**src/rtl/icache_ro_ctrl_pkg.sv**
```systemverilog
// Shared definitions for the read-only instruction cache controller:
// FSM state encoding and CP0 CACHE op codes.
package icache_ro_ctrl_pkg;

    typedef enum logic [2:0] {
        S_IDLE      = 3'd0,
        S_LOOKUP    = 3'd1,
        S_MISS_INV  = 3'd2,
        S_FILL      = 3'd3,
        S_VALIDATE  = 3'd4,
        S_REPLAY    = 3'd5,
        S_OP_LOOKUP = 3'd6,
        S_OP_EXEC   = 3'd7
    } state_e;

    localparam logic [1:0] OP_IDX_INV   = 2'd0;
    localparam logic [1:0] OP_HIT_INV   = 2'd1;
    localparam logic [1:0] OP_IDX_STTAG = 2'd2;
    localparam logic [1:0] OP_NOP       = 2'd3;

endpackage

```
**src/rtl/icache_ro_ctrl.sv**
```systemverilog
// Sequencing controller for the read-only I-cache set: fetch lookup, miss refill
// (invalidate, 4-beat fill, validate, replay) and CP0 CACHE ops.
module icache_ro_ctrl
    import icache_ro_ctrl_pkg::*;
#(
    parameter int PABITS = 36,
    localparam int TAGW = PABITS - 12
) (
    input  logic              clock,
    input  logic              reset,
    input  logic              CpuRead,
    input  logic [PABITS-1:0] CpuAddr,
    output logic [31:0]       CpuData,
    output logic              CpuReady,
    input  logic              OpValid,
    input  logic [1:0]        OpCode,
    input  logic [PABITS-1:0] OpAddr,
    input  logic [TAGW+1:0]   OpTagData,
    output logic              OpDone,
    output logic              MemRead,
    output logic [PABITS-1:0] MemAddr,
    input  logic [31:0]       MemData,
    input  logic              MemReady,
    output logic [TAGW-1:0]   Tag,
    output logic [7:0]        Index,
    output logic [1:0]        Offset,
    output logic [7:0]        LineIndex,
    output logic [1:0]        LineOffset,
    output logic [31:0]       LineIn,
    output logic              FillLine,
    output logic              ValidateLine,
    output logic              InvalidateLine,
    output logic              StoreTag,
    output logic [TAGW+1:0]   StoreTagData,
    input  logic [31:0]       WordOut,
    input  logic              Hit,
    input  logic              Valid,
    output state_e            DbgState
);

    state_e            state_q;
    logic [TAGW-1:0]   tag_q;
    logic [7:0]        idx_q;
    logic [1:0]        off_q;
    logic [1:0]        cnt_q;
    logic [31:0]       cpu_data_q;
    logic              cpu_ready_q;
    logic              op_done_q;
    logic              mem_read_q;
    logic [PABITS-1:0] mem_addr_q;
    logic              validate_q;
    logic              invalidate_q;
    logic              store_tag_q;
    logic [TAGW+1:0]   store_tag_data_q;

    logic [PABITS-1:0] req_addr;
    logic              accept;
    logic              unused_bits;

    // A requester holds its request through the cycle its completion pulse is
    // visible, so a request seen while that pulse is high is the one just served.
    assign req_addr = OpValid ? OpAddr : CpuAddr;
    assign accept   = (state_q == S_IDLE) && !cpu_ready_q && !op_done_q && (OpValid || CpuRead);

    // The set registers its address, so IDLE presents the new address directly
    // to make the hit result available in the following cycle.
    assign Tag    = accept ? req_addr[PABITS-1:12] : tag_q;
    assign Index  = accept ? req_addr[11:4]        : idx_q;
    assign Offset = accept ? req_addr[3:2]         : off_q;

    assign LineIndex  = idx_q;
    assign LineOffset = cnt_q;
    assign LineIn     = MemData;
    assign FillLine   = (state_q == S_FILL) && MemReady;

    assign CpuData        = cpu_data_q;
    assign CpuReady       = cpu_ready_q;
    assign OpDone         = op_done_q;
    assign MemRead        = mem_read_q;
    assign MemAddr        = mem_addr_q;
    assign ValidateLine   = validate_q;
    assign InvalidateLine = invalidate_q;
    assign StoreTag       = store_tag_q;
    assign StoreTagData   = store_tag_data_q;
    assign DbgState       = state_q;

    // Hit alone decides a miss; Valid carries no extra information here.
    assign unused_bits = ^{Valid, req_addr[1:0]};

    always_ff @(posedge clock) begin
        if (reset) begin
            state_q          <= S_IDLE;
            tag_q            <= '0;
            idx_q            <= '0;
            off_q            <= '0;
            cnt_q            <= '0;
            cpu_data_q       <= '0;
            cpu_ready_q      <= 1'b0;
            op_done_q        <= 1'b0;
            mem_read_q       <= 1'b0;
            mem_addr_q       <= '0;
            validate_q       <= 1'b0;
            invalidate_q     <= 1'b0;
            store_tag_q      <= 1'b0;
            store_tag_data_q <= '0;
        end else begin
            cpu_ready_q  <= 1'b0;
            op_done_q    <= 1'b0;
            validate_q   <= 1'b0;
            invalidate_q <= 1'b0;
            store_tag_q  <= 1'b0;
            case (state_q)
                S_IDLE: begin
                    if (accept) begin
                        tag_q <= req_addr[PABITS-1:12];
                        idx_q <= req_addr[11:4];
                        off_q <= req_addr[3:2];
                        if (OpValid) begin
                            case (OpCode)
                                OP_IDX_INV: begin
                                    state_q      <= S_OP_EXEC;
                                    invalidate_q <= 1'b1;
                                    op_done_q    <= 1'b1;
                                end
                                OP_HIT_INV: state_q <= S_OP_LOOKUP;
                                OP_IDX_STTAG: begin
                                    state_q          <= S_OP_EXEC;
                                    store_tag_q      <= 1'b1;
                                    store_tag_data_q <= OpTagData;
                                    op_done_q        <= 1'b1;
                                end
                                default: op_done_q <= 1'b1;
                            endcase
                        end else begin
                            state_q <= S_LOOKUP;
                        end
                    end
                end
                S_LOOKUP: begin
                    if (Hit) begin
                        cpu_ready_q <= 1'b1;
                        cpu_data_q  <= WordOut;
                        state_q     <= S_IDLE;
                    end else begin
                        invalidate_q <= 1'b1;
                        state_q      <= S_MISS_INV;
                    end
                end
                S_MISS_INV: begin
                    state_q    <= S_FILL;
                    mem_read_q <= 1'b1;
                    mem_addr_q <= {tag_q, idx_q, 2'b00, 2'b00};
                    cnt_q      <= 2'd0;
                end
                S_FILL: begin
                    if (MemReady) begin
                        cnt_q <= cnt_q + 2'd1;
                        if (cnt_q == 2'd3) begin
                            mem_read_q <= 1'b0;
                            validate_q <= 1'b1;
                            state_q    <= S_VALIDATE;
                        end else begin
                            mem_addr_q <= {tag_q, idx_q, cnt_q + 2'd1, 2'b00};
                        end
                    end
                end
                S_VALIDATE: state_q <= S_REPLAY;
                S_REPLAY:   state_q <= S_LOOKUP;
                S_OP_LOOKUP: begin
                    op_done_q <= 1'b1;
                    if (Hit) begin
                        invalidate_q <= 1'b1;
                        state_q      <= S_OP_EXEC;
                    end else begin
                        state_q <= S_IDLE;
                    end
                end
                S_OP_EXEC: state_q <= S_IDLE;
                default:   state_q <= S_IDLE;
            endcase
        end
    end

endmodule

```
**config.mk**
```make
export PLATFORM = sky130hd
export DESIGN_NAME = icache_ro_ctrl
export DESIGN_NICKNAME = d
export VERILOG_FILES = /design/src/rtl/icache_ro_ctrl_pkg.sv /design/src/rtl/icache_ro_ctrl.sv
export SDC_FILE = /design/constraint.sdc
export NUM_CORES = 1
export LEC_CHECK = 0
export BUFFER_PORTS_ARGS = -buffer_cell sky130_fd_sc_hd__buf_2
export CAP_MARGIN = 30
export CORE_AREA = 2 2 136 138
export DETAILED_ROUTE_END_ITERATION = 16
export DIE_AREA = 0 0 138 140
export GPL_TIMING_DRIVEN = 1
export PLACE_DENSITY_LB_ADDON = 0.3
export SLEW_MARGIN = 25
export SYNTH_ARGS = -nofsm -noshare
export SYNTH_HDL_FRONTEND = slang
export SYNTH_SLANG_ARGS = --single-unit
```
**constraint.sdc**
```tcl
create_clock -name clock -period 3.01 [get_ports clock]
set_clock_uncertainty 0.05 [all_clocks]
set_input_delay 0.7525 -clock clock [delete_from_list [all_inputs] [get_ports clock]]
set_output_delay 0.7525 -clock clock [all_outputs]
set_load 0.1 [all_outputs]
```
==> results.yml <==
status:
  outcome: "completed"
min_path:
  min_from: "StoreTagData[12]"
  hp-class: "reg2reg"
  min_to: "StoreTagData[12]"
  min_path_cells: 2
sta:
  slew_viol_final: 0
  hold_viol: 0
  period_share: 0.980
  tns_ns: 0
  fin_crit_ns: 2.95
  rsz0062_at_grt: "yes"
  max_slew_margin: 0.526
  worst_pin_slew_ns: 0.711
  setup-violations-final: 0
  fmax_mhz: 339
floorplan:
  fp-row-count: 49
  die_h_um: 140
  die_area_um2: 19300
  coreArea_um2: 17800
  initial_utilization: 0.331
  fp.dieW_um: 138
  io_pins: 351
synth:
  netlist-cell-type-count: 43
  ys_ff_latch: 137
  postSynth.asyncResetShare: 0
  synth_top_flop_cell: "dfxtp_1"
  synth_area_um2: 5880
  synth_area_per_cell_um2: 8.35
  synth_edf_count: 0
  yosys_warnings: 0
  synthCells: 705
  seq_area_frac_synth: 0.466
cts:
  cts_tree: "built"
  htree_levels: 4
  cts_inserted_buffers: 17
  clkLatencyLatePin_ns: 0.41
  cts.clk_slew.worst_paths_ns: 0.06
  clock_path_buffers: 2
  cts_sinks: 137
  clockRootBuffer: "clkbuf_16"
global_route:
  grt_pass1_wl_um: 27900
  antenna_found_initial: 0
  overflow: 0
  grt_max_degree: 61
  grt_pass1_vias: 5516
  grt_use_total: 0.178
worst_setup_path:
  critPathKind: "reg2out"
  r2r-start: "CpuReady"
  crit_path_end_kind: "output port"
  worstRegToRegCells: 4
  rrSetupSlack_ns: 0.94
  critPathRequiredTime_ns: 2.21
  r2r_end: "StoreTagData[12]"
  cp.arrival_ns: 2.15
  critPathMaxFanout: 7
  crit_path_start_kind: "register"
placed_design:
  port_buffers: 279
  hpwl_um: 12000
  gp_congestion: 0.772
flow_run:
  maxCapViolations: 0
finish:
  utilization: 0.527
  diodes: 0
  nFillCells: 1650
  seqCellArea_um2: 2750
  final_nets: 1145
  multi_input_area_um2: 3150
  areaGrowthSynthToFinish_pct: 59.1
  drive_gt1_frac: 0.489
drt:
  dr_total_vias: 5685
  first_pass_iters: 4
  ant_nets: 0
  via_per_inst: 4.69
  drt_wl_total_um: 17600
  drt_iter0_markers: 210
  drc: 0
  avgRoutedWirePerCell_um: 14.5
==> cell type report <==
cell class,instances,share of cell area
clock buffer,22,0.0507
tap,229,0.0306
clock inverter,8,0.00748
inverter,2,0.000802
multi-input combinational,478,0.337
sequential,137,0.294
timing repair buffer,337,0.280
==> cells in the final DEF, fill, tap and decap left out, types with 3 or more instances in the layout <==
master / Yosys / final
a211oi_1: 35 / 35
a21oi_1: 113 / 78
a21oi_2: 20 / 20
a21oi_4: 0 / 35
buf_12: 2 / 46
buf_2: 13 / 244
buf_4: 37 / 31
buf_6: 5 / 10
clkbuf_16: 0 / 21
clkbuf_8: 0 / 3
clkinv_2: 0 / 4
dfxtp_1: 137 / 134
mux2i_1: 34 / 34
nand2_1: 169 / 169
nand2_2: 20 / 20
nand2b_1: 3 / 3
nor2_1: 47 / 14
nor2_2: 0 / 15
nor2_4: 0 / 18
nor3_1: 3 / 3
o21ai_0: 4 / 4
==> how the worst max path moves through the flow <==
| stage | from | to | slack [ns] | depth (start not counted) |
|---|---|---|---|---|
| finish | DbgState[1] | Tag[15] | 0.06 | 8 |
| global placement | OpValid | Tag[15] | 0.09 | 8 |
| CTS | DbgState[0] | Tag[1] | -0.08 | 9 |
| global route | DbgState[1] | Tag[9] | -0.05 | 8 |
| floorplan | DbgState[0] | Index[0] | -0.05 | 8 |
| detailed placement | OpValid | Tag[15] | 0.10 | 8 |
==> repair_timing <==
item,in CTS,in global routing
buffers inserted,26,4
hold buffers,0,0
setup endpoints to repair,32,34
gates cloned,1,4
pin swaps,3,4
resized for setup,34,28
==> critical path: stages, from the launching register on <==
cell	delay (ns)
dfxtp_4	0.34
or3_4	0.40
nor4_4	0.15
buf_6	0.17
buf_12	0.15
buf_12	0.13
nor2_4	0.04
a21oi_4	0.15
buf_12	0.20
==> Yosys cell counts (2+ instances only) <==
library cell,instances,area (um^2)
nand2_1,169,634
dfxtp_1,137,2740
a21oi_1,113,566
nor2_1,47,176
buf_4,37,278
a211oi_1,35,263
mux2i_1,34,340
clkbuf_1,31,116
a21oi_2,20,175
nand2_2,20,125
buf_2,13,65.1
buf_6,5,56.3
o21ai_0,4,20.0
nand2b_1,3,18.8
nor3_1,3,15.0
and3_1,2,12.5
buf_12,2,40.0
inv_1,2,7.51
nand3_1,2,10.0
nor2b_1,2,12.5
nor3b_1,2,15.0
==> through the flow <==
stage	cell area [um^2]	instances	worst slack, ns	hold WS [ns]
finish	9360	1213	0.0605	0.399
global route	9360	1213	-0.0503	0.413
CTS	9140	1206	-0.0763	0.399
detailed placement	8260	1149	0.103	0.391
global placement	8260	1149	0.0891	0.385
floorplan	6330	706	-0.0451	0.382
==> flip-flops by register name (all words and copies together), names as in the netlist <==
| signal | count |
|---|---|
| CpuData | 32 |
| MemRead | 1 |
| ValidateLine | 1 |
| tag_q | 24 |
| InvalidateLine | 1 |
| MemAddr | 34 |
| CpuReady | 1 |
| StoreTagData | 26 |
| LineOffset | 2 |
| StoreTag | 1 |
| DbgState | 3 |
| off_q | 2 |
| LineIndex | 8 |
| OpDone | 1 |
==> routing by layer <==
layer	vias to the layer above	wire (um)	global-route usage
met5	-	0	0
met4	0	372	0.0671
met3	26	1260	0.0585
met2	215	8630	0.304
met1	2562	7390	0.208
li1	2882	-	-
==> kinds of logic (layout without fill, tap and decap cells) <==
group | Yosys count | after routing | synth area share
AND/OR/NAND/NOR | 260 | 260 | 0.191
AO/OA/AOI/OAI | 181 | 181 | 0.186
flip-flops | 137 | 137 | 0.466
buffers and inverters | 91 | 369 | 0.0963
multiplexers | 34 | 34 | 0.0578
adder cells (fa/ha/maj) | 1 | 1 | 0.00213
other | 1 | 2 | 0.000637
Power is not shown: default switching activity piles up to over one toggle a cycle in this logic, so the estimate is an artifact.
